### config.mk
export PLATFORM = sky130hd
export DESIGN_NAME = iterative_arith_unit_flat
export DESIGN_NICKNAME = d
export VERILOG_FILES = /design/src/rtl/iterative_arith_unit_if.sv /design/src/rtl/iterative_arith_unit.sv /design/src/flat_wrapper.sv
export SDC_FILE = /design/constraint.sdc
export NUM_CORES = 1
export LEC_CHECK = 0
export CORE_UTILIZATION = 59
export DETAILED_ROUTE_END_ITERATION = 7
export GPL_TIMING_DRIVEN = 0
export PLACE_DENSITY = 0.85
export SLEW_MARGIN = 0
export SYNTH_ARGS = -nofsm -noshare
export SYNTH_HDL_FRONTEND = slang
export SYNTH_SLANG_ARGS = --single-unit
### constraint.sdc
create_clock -name clock -period 3.3 [get_ports clock]
set_clock_uncertainty 0.15 [all_clocks]
set_input_delay 0.33 -clock clock [delete_from_list [all_inputs] [get_ports clock]]
set_output_delay 0.33 -clock clock [all_outputs]
set_load 0.03 [all_outputs]
### src/rtl/iterative_arith_unit_if.sv
// Handshake and operand bus for iterative_arith_unit: request side drives start/mode/operands,
// the unit returns busy/done and the held result/overflow.
interface iterative_arith_unit_if #(
  parameter int unsigned WIDTH = 8
);
  logic             start;
  logic [1:0]       mode;
  logic [WIDTH-1:0] input_a;
  logic [WIDTH-1:0] input_b;
  logic             busy;
  logic             done;
  logic [WIDTH-1:0] result;
  logic             overflow;

  modport master (
    output start, mode, input_a, input_b,
    input  busy, done, result, overflow
  );

  modport slave (
    input  start, mode, input_a, input_b,
    output busy, done, result, overflow
  );
endinterface

### src/rtl/iterative_arith_unit.sv
// Multi-cycle shift-add multiply, digit-by-digit square root and (with ITER_DIV_EN defined)
// restoring divide, one iteration per clock, with a start/done handshake and held result.
module iterative_arith_unit #(
  parameter int unsigned WIDTH = 8
) (
  input logic                  clock,
  input logic                  reset,
  iterative_arith_unit_if.slave bus
);

  localparam int unsigned CntW = $clog2(WIDTH);
  localparam logic [CntW-1:0] CntMul  = CntW'(WIDTH - 1);
  localparam logic [CntW-1:0] CntSqrt = CntW'(WIDTH / 2 - 1);

  typedef enum logic [1:0] {StIdle, StCalc, StFin} state_e;
  typedef enum logic [1:0] {OpMul, OpSqrt, OpDiv, OpRsv} op_e;

  state_e state_q, state_d;
  op_e    op_q, op_d;

  logic [CntW-1:0]    cnt_q, cnt_d;
  logic [2*WIDTH-1:0] a_q, a_d;      // multiplicand / radicand / dividend-quotient shifter
  logic [WIDTH-1:0]   b_q, b_d;      // multiplier / divisor
  logic [2*WIDTH-1:0] acc_q, acc_d;  // product / partial remainder
  logic [WIDTH-1:0]   root_q, root_d;
  logic [WIDTH-1:0]   result_q, result_d;
  logic               ovf_q, ovf_d;
  logic               done_q, done_d;

  logic [2*WIDTH-1:0] rem_sh;
  logic [2*WIDTH-1:0] trial;

  // State register
  always_ff @(posedge clock or negedge reset) begin
    if (!reset) begin
      state_q <= StIdle;
    end else begin
      state_q <= state_d;
    end
  end

  // Next-state logic
  always_comb begin
    state_d = state_q;
    unique case (state_q)
      StIdle:  if (bus.start) state_d = StCalc;
      StCalc:  if (cnt_q == '0) state_d = StFin;
      StFin:   state_d = StIdle;
      default: state_d = StIdle;
    endcase
  end

  // FSM outputs
  always_comb begin
    bus.busy = (state_q != StIdle);
  end

  always_comb begin
    op_d     = op_q;
    cnt_d    = cnt_q;
    a_d      = a_q;
    b_d      = b_q;
    acc_d    = acc_q;
    root_d   = root_q;
    result_d = result_q;
    ovf_d    = ovf_q;
    done_d   = 1'b0;
    rem_sh   = '0;
    trial    = '0;

    unique case (state_q)
      StIdle: begin
        if (bus.start) begin
          a_d    = {{WIDTH{1'b0}}, bus.input_a};
          b_d    = bus.input_b;
          acc_d  = '0;
          root_d = '0;
          case (bus.mode)
            2'b00: begin op_d = OpMul;  cnt_d = CntMul;  end
            2'b01: begin op_d = OpSqrt; cnt_d = CntSqrt; end
`ifdef ITER_DIV_EN
            2'b10: begin op_d = OpDiv;  cnt_d = CntMul;  end
`endif
            default: begin op_d = OpRsv; cnt_d = '0; end
          endcase
        end
      end

      StCalc: begin
        if (cnt_q != '0) cnt_d = cnt_q - CntW'(1);
        case (op_q)
          OpMul: begin
            if (b_q[0]) acc_d = acc_q + a_q;
            a_d = a_q << 1;
            b_d = b_q >> 1;
          end
          OpSqrt: begin
            // Bring down the next radicand bit pair and try root*4+1.
            rem_sh = {acc_q[2*WIDTH-3:0], a_q[WIDTH-1 -: 2]};
            trial  = {{WIDTH{1'b0}}, root_q[WIDTH-3:0], 2'b01};
            if (rem_sh >= trial) begin
              acc_d  = rem_sh - trial;
              root_d = {root_q[WIDTH-2:0], 1'b1};
            end else begin
              acc_d  = rem_sh;
              root_d = {root_q[WIDTH-2:0], 1'b0};
            end
            a_d = a_q << 2;
          end
`ifdef ITER_DIV_EN
          OpDiv: begin
            // Quotient bits shift in at the bottom as dividend bits leave the top;
            // a zero divisor naturally yields an all-ones quotient.
            rem_sh = {acc_q[2*WIDTH-2:0], a_q[WIDTH-1]};
            a_d    = a_q << 1;
            if (rem_sh >= {{WIDTH{1'b0}}, b_q}) begin
              acc_d  = rem_sh - {{WIDTH{1'b0}}, b_q};
              a_d[0] = 1'b1;
            end else begin
              acc_d = rem_sh;
            end
          end
`endif
          default: ;
        endcase
      end

      StFin: begin
        done_d = 1'b1;
        case (op_q)
          OpMul: begin
            result_d = acc_q[WIDTH-1:0];
            ovf_d    = |acc_q[2*WIDTH-1:WIDTH];
          end
          OpSqrt: begin
            result_d = root_q;
            ovf_d    = 1'b0;
          end
`ifdef ITER_DIV_EN
          OpDiv: begin
            result_d = a_q[WIDTH-1:0];
            ovf_d    = (b_q == '0);
          end
`endif
          default: begin
            result_d = '0;
            ovf_d    = 1'b1;
          end
        endcase
      end

      default: ;
    endcase
  end

  always_ff @(posedge clock or negedge reset) begin
    if (!reset) begin
      op_q     <= OpMul;
      cnt_q    <= '0;
      a_q      <= '0;
      b_q      <= '0;
      acc_q    <= '0;
      root_q   <= '0;
      result_q <= '0;
      ovf_q    <= 1'b0;
      done_q   <= 1'b0;
    end else begin
      op_q     <= op_d;
      cnt_q    <= cnt_d;
      a_q      <= a_d;
      b_q      <= b_d;
      acc_q    <= acc_d;
      root_q   <= root_d;
      result_q <= result_d;
      ovf_q    <= ovf_d;
      done_q   <= done_d;
    end
  end

  assign bus.done     = done_q;
  assign bus.result   = result_q;
  assign bus.overflow = ovf_q;

endmodule
### src/flat_wrapper.sv
// flat-port wrapper written by rule: the top's interface ports become plain ports
module iterative_arith_unit_flat 
#(
  parameter int unsigned WIDTH = 8
)
  (clock, reset, bus_start, bus_mode, bus_input_a, bus_input_b, bus_busy, bus_done, bus_result, bus_overflow);
  iterative_arith_unit_if #(.WIDTH(WIDTH)) bus_i ();
  input logic clock;
  input logic reset;
  input wire logic [$bits(bus_i.start)-1:0] bus_start;
  input wire logic [$bits(bus_i.mode)-1:0] bus_mode;
  input wire logic [$bits(bus_i.input_a)-1:0] bus_input_a;
  input wire logic [$bits(bus_i.input_b)-1:0] bus_input_b;
  output wire logic [$bits(bus_i.busy)-1:0] bus_busy;
  output wire logic [$bits(bus_i.done)-1:0] bus_done;
  output wire logic [$bits(bus_i.result)-1:0] bus_result;
  output wire logic [$bits(bus_i.overflow)-1:0] bus_overflow;
  assign bus_i.start = bus_start;
  assign bus_i.mode = bus_mode;
  assign bus_i.input_a = bus_input_a;
  assign bus_i.input_b = bus_input_b;
  assign bus_busy = bus_i.busy;
  assign bus_done = bus_i.done;
  assign bus_result = bus_i.result;
  assign bus_overflow = bus_i.overflow;
  iterative_arith_unit #(.WIDTH(WIDTH)) u_core (.clock(clock), .reset(reset), .bus(bus_i));
endmodule
Yosys cells after proc, flatten, opt, wreduce, memory -nomap -nowiden
Index checks and enable logic that the tools add are counted.
{ "classes": {"n_addsub": 3, "order_cmp": 1, "n_eq_ne": 11, "muxes": 26, "n_reduce_logical": 15} }
{ "op_table": {"columns": ["cell", "count"], "rows": [
  ["16-bit case mux with 2 select lines", 4],
  ["16-bit 2-to-1 mux", 4],
  ["8-bit case mux with 2 select lines", 3],
  ["8-bit 2-to-1 mux", 4],
  ["16-bit adder", 1],
  ["16-bit by 8-bit >= comparator with 1-bit output", 1],
  ["16-bit by 8-bit subtractor with 16-bit output", 1],
  ["3-bit case mux with 2 select lines", 2],
  ["3-bit AND reduction", 4],
  ["2-bit case mux with 2 select lines", 2],
  ["8-bit OR reduction", 1],
  ["2-bit by 1-bit equality test with 1-bit output (second input constant)", 3],
  ["2-bit zero test", 3],
  ["3-bit 2-to-1 mux", 2],
  ["2-bit != test (second input constant)", 3],
  ["2-bit 2-to-1 mux", 2],
  ["2-bit by 1-bit != test with 1-bit output (second input constant)", 2],
  ["2-bit AND reduction", 2],
  ["4-bit AND reduction", 1],
  ["2-bit nonzero test", 2],
  ["3-bit zero test", 1],
  ["3-bit by 2-bit != test with 1-bit output (second input constant)", 1],
  ["3-bit != test (second input constant)", 1],
  ["3-bit nonzero test", 1],
  ["4 further kinds", 5]
]} }
{ "totals": {"ff_bits": 65, "output_inout_bits": 11, "wordCells": 66} }

Depth between registers and ports, before layout
Gate-level depths: netlist of run 1.
{ "depth": {"word_depth": 4, "mapped_depth": 11, "mapped_depth_nobuf": 10} }

Least setup slack after synthesis of run 1
OpenSTA, ideal clock, no wires.
{ "synth_timing": {"kind": "reg2reg", "start": "register u_core.acc_q[0]", "end": "register u_core.acc_q[12]", "arrival_ns": 2.160, "path_slack_ns": 0.852, "path_stages_with_launch": 11, "cell_sequence": "dfrtp_1 ha_1 inv_1 fa_1 nor2b_1 o211ai_1 a31oi_1 a21oi_1 and4b_1 o31ai_1 o211ai_1"} }
{ "synth_between": {"elab_chain_cells": 4, "elab_cells_between_ends": 7, "cone_classes": "2 x add/sub; 1 x order compare; 4 x mux"} }
{ "synth_rtl": {"columns": ["element", "line", "source"], "rows": [
  ["start: declaration", "iterative_arith_unit.sv:24", "logic [2*WIDTH-1:0] acc_q, acc_d;"],
  ["start signal: assignment", "iterative_arith_unit.sv:162", "acc_q <= '0;"],
  ["start signal: assignment", "iterative_arith_unit.sv:172", "acc_q <= acc_d;"],
  ["16-bit by 8-bit subtractor with 16-bit output, or another cell as far along", "iterative_arith_unit.sv:102", "acc_d = rem_sh - trial;"],
  ["16-bit 2-to-1 mux, on equally long branches", "iterative_arith_unit.sv:101, iterative_arith_unit.sv:93", null],
  ["16-bit case mux with 2 select lines (*)", "iterative_arith_unit.sv:91", "case (op_q)"],
  ["16-bit case mux with 2 select lines (*)", "iterative_arith_unit.sv:71", "unique case (state_q)"]
]} }
Mark *: on every way between the ends. The rest lies on a longest branch, timed or not. The select of a mux whose other input is x is not followed.
A chain may end at the register's enable or synchronous reset.

Worst setup path in the final report of run 1
Ends and elaborated chain as after synthesis.

==> flow_metrics.env, run 1 <==
export IMPL_timing_worst_slew_pin_value_ns=0.8140
export IMPL_num_fill_cells=587
export IMPL_syn_cell_area_um2=4395
export IMPL_ff_latch_area_um2=1627
export IMPL_synth_fp_nets=540
export IMPL_pwr_share_seq_pct=25.9
export IMPL_totalWireLength_um=10250
export IMPL_cts_root_buffer="clkbuf_8"
export IMPL_postCtsSetupBuffers=0
export IMPL_p_sw_share_pct=48.68
export IMPL_grt_overflow_total=0
export IMPL_synth_top_area_cell="dfrtp_1"
export IMPL_synth_seq_cells=65
export IMPL_clockBufferDepth=2
export IMPL_worst_hold_path_type="reg -> reg"
export IMPL_worst_skew_pair_late_latency_ns=0.36
export IMPL_reg2reg_to="u_core.acc_q[12]$_DFFE_PN0P_"
export IMPL_postSynth_asyncResetShare_pct=100.0
export IMPL_fin_cells=640
export IMPL_first_pass_iters=5
export IMPL_yosys_top_cells_count="dfrtp_1 (65), nand2_1 (64), o21ai_0 (42)"
export IMPL_grt_pass1_wl_um=17300
export IMPL_max_freq_ghz=0.3396
export IMPL_cp_start_kind="flip-flop"
export IMPL_pwr_density_cell_nw_per_um2=1112
export IMPL_fp_row_count=31
export IMPL_yosysSeqAreaShare_pct=37.01
export IMPL_ys_warn_count=0
export IMPL_drv_slew=0
export IMPL_core_area_um2=7214
export IMPL_multi_input_area_um2=2559
export IMPL_p_clk_share_pct=11.8
export IMPL_grt_total_usage_pct=28.99
export IMPL_setup_ws_ns=0.3555
export IMPL_cts_repair_resized=0
export IMPL_grt_pass1_vias=3633
export IMPL_rsz0062_at_grt="false"
export IMPL_drv_cap=0
export IMPL_required_ns=3.38
export IMPL_area_delta_synth_final_pct=14.23
export IMPL_dp_cells=623
export IMPL_clkTransAtPathRegs_ns=0.08
export IMPL_wire_per_inst_um=16.01
export IMPL_cts_tree="built"
export IMPL_yosysUniqueCellTypes=65
export IMPL_clock_sinks=65
export IMPL_p_int_mw=2.866
export IMPL_hold_viol=0
export IMPL_cp_max_fo=5
export IMPL_dr_first_iter_drc_count=271
export IMPL_yosysMostFrequentCell="dfrtp_1"
export IMPL_r2r_start="u_core.acc_q[0]$_DFFE_PN0P_"
export IMPL_n_antenna_cell=0
export IMPL_remaining_drc_errors=0
export IMPL_fin_util_pct=69.60
export IMPL_endpoint="u_core.acc_q[12]$_DFFE_PN0P_"
export IMPL_dp_hpwl_um=7720
export IMPL_start_util_pct=60.93
export IMPL_dieArea_um2=7800
export IMPL_fin_crit_sh_pct=89.23
export IMPL_final_nets=583
export IMPL_vias_per_cell=6.031
export IMPL_ant_nets=0
export IMPL_power_share_combinational_pct=62.3
export IMPL_die_x_um=88.32
export IMPL_p_switching_mw=2.718
export IMPL_gp_congestion=0.9126
export IMPL_arrival_ns=3.02
export IMPL_hold_buffers=1
export IMPL_ys_flop_type="dfrtp_1"
export IMPL_worst_setup_path_type="reg -> reg"
export IMPL_setup_violations=0
export IMPL_period_needed_ns=2.944
export IMPL_port_buffers=31
export IMPL_relSlewSlack_pct=45.73
export IMPL_status="complete, no violations"
export IMPL_setup_worst_path_start="u_core.acc_q[0]$_DFFE_PN0P_"
export IMPL_whs_path_depth=2
export IMPL_htreeDepth=3
export IMPL_cp_end_kind="flip-flop"
export IMPL_rr_worst_depth=10
export IMPL_syn_area_per_cell_um2=8.916
export IMPL_r2r_setup_slack_ns=0.36
export IMPL_synth_top_area_share_pct=37.01
export IMPL_vias=3860
export IMPL_ir_drop_v=0.0005889
export IMPL_pre_cts_ws_ns=0.4251
export IMPL_synth_enable_flop_cells=0
export IMPL_synthTopCellsByArea="dfrtp_1 (37%), mux2i_1 (7.7%), ha_1 (7.1%)"
export IMPL_tns_ns=0
export IMPL_antenna_found_initial=0
export IMPL_leakagePower_nw=2.245
export IMPL_syn_inst=493
export IMPL_cts_buffers_inserted=9
export IMPL_ios=32
export IMPL_grt_max_degree=66
export IMPL_die_height_um=88.32
export IMPL_layout_drive_gt1_share_pct=6.839
==> per-stage QoR <==
step	power, mW	hold slack (ns)	area [um^2]
after floorplan	4.041	-0.1156	4395
after global placement	4.735	0.3101	4830
after detailed placement	4.871	0.3200	4827
after CTS	5.548	0.3389	5021
after global routing	6.050	0.3494	5021
final	5.584	0.3313	5021
==> per-layer routing <==
layer / share of wire, % / up-vias / global-route usage, %
li1: - / 1877 / -
met1: 46 / 1826 / 39.19
met2: 47 / 132 / 46.29
met3: 5.1 / 25 / 5.410
met4: 2.3 / 0 / 11.14
met5: 0 / - / 0
==> worst max-delay path: stages, from the launching register on <==
cell and delay, ns:
dfrtp_1 0.45, ha_1 0.21, inv_1 0.05, fa_1 0.40, nor2b_1 0.19, o211ai_1 0.14
a31oi_1 0.44, a21oi_1 0.15, and4b_1 0.19, o31ai_1 0.32, o211ai_1 0.13
==> placed cells by master (no fill, tap or decap), types with 18 or more instances in the layout <==
cell type | netlist | final
mux2i_1 | 34 | 34
inv_1 | 18 | 18
clkdlybuf4s50_1 | 0 | 30
ha_1 | 25 | 25
dfrtp_1 | 65 | 65
a21oi_1 | 37 | 37
nand2_1 | 64 | 64
o21ai_0 | 42 | 42
nor2_1 | 36 | 36
==> flip-flops by register name, indices dropped and copies added (netlist names) <==
name and count:
u_core.bus.done 1, u_core.bus.overflow 1, u_core.a_q 16, u_core.bus.result 8
u_core.root_q 8, u_core.acc_q 16, u_core.cnt_q 3, u_core.op_q 2
u_core.b_q 8, u_core.state_q 2
==> power groups by stage <==
stage	clock network, mW	logic [mW]	registers (mW)
global route	0.708	3.86	1.49
global placement	0	3.30	1.43
detailed placement	0	3.42	1.45
floorplan	0	2.61	1.43
finish	0.660	3.48	1.45
CTS	0.665	3.45	1.44
==> logic make-up (layout without fill, tap and decap cells) <==
family                   after synthesis  in the layout  share of synthesized area, %
AO/OA/AOI/OAI                        153            153                         22.32
XOR/XNOR                              17             17                         3.387
adder cells (fa/ha/maj)               26             26                         7.572
buffers and inverters                 44             92                         4.782
flip-flops                            65             65                         37.01
multiplexers                          35             35                         7.999
AND/OR/NAND/NOR                      153            153                         16.94
==> worst min-delay path by stage <==
stage                                           from                          endpoint
finish              u_core.bus.result[2]$_DFFE_PN0P_  u_core.bus.result[2]$_DFFE_PN0P_
global route        u_core.bus.result[2]$_DFFE_PN0P_  u_core.bus.result[2]$_DFFE_PN0P_
CTS                 u_core.bus.result[2]$_DFFE_PN0P_  u_core.bus.result[2]$_DFFE_PN0P_
detailed placement  u_core.bus.result[2]$_DFFE_PN0P_  u_core.bus.result[2]$_DFFE_PN0P_
global placement           u_core.b_q[4]$_DFFE_PN0P_         u_core.b_q[4]$_DFFE_PN0P_
floorplan                                      reset         u_core.a_q[0]$_DFFE_PN0P_
==> final cells by class <==
cell class,instances,area share [%]
plain buffers,26,2.841
clock buffers,9,2.467
clock inverters,7,1.196
inverters,18,1.346
multi-input cells,384,50.96
flip-flops and latches,65,32.39
well taps,99,2.467
repair buffers,32,6.329
(Power assumes the default switching activity.)
==> run 2, diff against run 1 <==
HOLD_SLACK_MARGIN = 0.02   (was default)
==> results of run 2 <==
Same layout as run 1: the final DEF is identical, and so are final timing and power.
==> run 3, diff against run 2 <==
GPL_TIMING_DRIVEN = default   (was 0)
==> run 3 against run 2 <==
  * Via count decreased by 0.70%
  * Clock power rose by 30%
  * Global-route usage is 0.66 points higher
  * Count of clock-buffer cells in the layout unchanged
  * Total power rose by 2.4%
  * Maximum frequency is 3.1% higher
  * Combinational power shrank 3%
  * Highest routed layer unchanged
==> flow_metrics.env, run 3 (synthesis results as in run 1) <==
export IMPL_setup_violations=0
export IMPL_remaining_drc_errors=0
export IMPL_grt_overflow_total=0
export IMPL_setup_worst_path_start="u_core.acc_q[0]$_DFFE_PN0P_"
export IMPL_cp_max_fo=5
export IMPL_relSlewSlack_pct=48.49
export IMPL_vias=3833
export IMPL_reg_largest_list="u_core.a_q x16, u_core.acc_q x16"
export IMPL_mostFrequentLayoutCells="dfrtp_1 (65), nand2_1 (64), o21ai_0 (42)"
export IMPL_num_fill_cells=573
export IMPL_dr_first_iter_drc_count=345
export IMPL_drv_cap=0
export IMPL_dieArea_um2=7800
export IMPL_worst_setup_path_type="reg -> reg"
export IMPL_grt_max_degree=37
export IMPL_cts_repair_resized=0
export IMPL_final_common_cell="dfrtp_1"
export IMPL_pwr_density_cell_nw_per_um2=1142
export IMPL_wire_per_inst_um=16.93
export IMPL_placed_area_um2=4745
export IMPL_fin_area_um2=5004
export IMPL_worst_hold_path_type="in -> async"
export IMPL_clkTransAtPathRegs_ns=0.08
export IMPL_die_height_um=88.32
export IMPL_pwr_share_seq_pct=26.1
export IMPL_clockBufferDepth=2
export IMPL_final_nets=565
export IMPL_fin_crit_sh_pct=86.50
export IMPL_vias_per_cell=6.162
export IMPL_cts_tree="built"
export IMPL_status="complete, no violations"
export IMPL_htreeDepth=3
export IMPL_period_needed_ns=2.855
export IMPL_required_ns=3.37
export IMPL_ant_nets=0
export IMPL_die_x_um=88.32
export IMPL_grt_pass1_vias=3620
export IMPL_n_antenna_cell=0
export IMPL_fp_row_count=31
export IMPL_grt_total_usage_pct=29.65
export IMPL_port_buffers=31
export IMPL_r2r_start="u_core.acc_q[0]$_DFFE_PN0P_"
export IMPL_area_delta_synth_final_pct=13.83
export IMPL_p_switching_mw=2.687
export IMPL_layout_drive_gt1_share_pct=7.266
export IMPL_antenna_found_initial=0
export IMPL_grt_pass1_wl_um=17620
export IMPL_start_util_pct=60.93
export IMPL_dp_hpwl_um=7581
export IMPL_cts_buffers_inserted=9
export IMPL_ios=32
export IMPL_worst_skew_pair_late_latency_ns=0.35
export IMPL_tns_ns=0
export IMPL_first_pass_iters=7
export IMPL_gp_congestion=0.9385
export IMPL_rsz0062_at_grt="false"
export IMPL_core_area_um2=7214
export IMPL_p_clk_share_pct=15.0
export IMPL_power_share_combinational_pct=58.9
export IMPL_clock_sinks=65
export IMPL_drv_slew=0
export IMPL_max_freq_ghz=0.3503
export IMPL_cp_end_kind="flip-flop"
export IMPL_totalWireLength_um=10530
export IMPL_hold_viol=0
export IMPL_arrival_ns=2.92
export IMPL_cp_start_kind="flip-flop"
export IMPL_timing_worst_slew_pin_value_ns=0.7646
export IMPL_ir_drop_v=0.0007056
export IMPL_leakagePower_nw=2.259
export IMPL_whs_ns=0.1587
export IMPL_cts_root_buffer="clkbuf_8"
export IMPL_p_sw_share_pct=47.01
export IMPL_p_int_mw=3.029
run 3: changes by cell type in the layout (fill, tap and decap cells not counted), sizes merged:
cell,delta
clkbuf,-18
clkinvlp,-3
inv,-2
clkinv,+2
bufinv,+3
run 3: timing repair:
item                      4_1_cts  5_1_grt
hold buffers                    1        0
hold endpoints to repair       65        0
setup buffers                   0        0
run 3: power groups by stage:
stage	clock [mW]	sequential [mW]	combinational, mW
3_3_place_gp	0	1.47	3.16
3_5_place_dp	0	1.49	3.27
4_1_cts	0.865	1.48	3.31
6_report	0.858	1.49	3.37
2_1_floorplan	0	1.43	2.61
5_1_grt	0.902	1.53	3.73
run 3: routing by layer:
metal / wire, um / track usage [%] / vias to the layer above
met3: 552 / 3.731 / 21
met4: 189 / 12.61 / 0
met1: 4803 / 40.26 / 1829
met2: 4987 / 47.97 / 158
met5: 0 / 0 / -
li1: - / - / 1825
run 3: final timing paths:
path / endpoint / slack (ns) / cells after the start
worst max-delay path: u_core.acc_q[12]$_DFFE_PN0P_ / 0.45 / 10
worst min-delay path: u_core.b_q[3]$_DFFE_PN0P_ / 0.16 / 2
worst max register to register: u_core.acc_q[12]$_DFFE_PN0P_ / 0.45 / 10
worst min register to register: u_core.b_q[6]$_DFFE_PN0P_ / 0.34 / 2
max in group asynchronous: u_core.a_q[10]$_DFFE_PN0P_ / 2.15 / 3
min in group clock: u_core.b_q[6]$_DFFE_PN0P_ / 0.34 / 2
run 3: layout make-up:
type	count	area, um^2	area share, %
Tap cell	99	123.9	2.476
Clock buffer	9	123.9	2.476
Timing Repair Buffer	40	375.4	7.502
Multi-Input combinational cell	384	2561	51.19
Inverter	18	67.56	1.350
Sequential cell	65	1627	32.51
Clock inverter	7	125.1	2.501
run 3: through the flow:
| step | utilization, % | std cells | setup slack (ns) | total power [mW] |
|---|---|---|---|---|
| floorplan | - | 493 | 0.8518 | 4.041 |
| global placement | 65.76 | 605 | 0.6621 | 4.628 |
| detailed placement | 65.76 | 605 | 0.5129 | 4.759 |
| CTS | 69.35 | 622 | 0.5008 | 5.657 |
| global route | 69.35 | 622 | 0.2393 | 6.165 |
| finish | 69.35 | 622 | 0.4454 | 5.716 |
run 3: critical path: stages (launching register included):
cell      delay, ns
dfrtp_1        0.43
ha_1           0.20
inv_1          0.05
fa_1           0.40
nor2b_1        0.20
o211ai_1       0.13
a31oi_1        0.41
a21oi_1        0.16
and4b_1        0.20
o31ai_1        0.28
o211ai_1       0.12
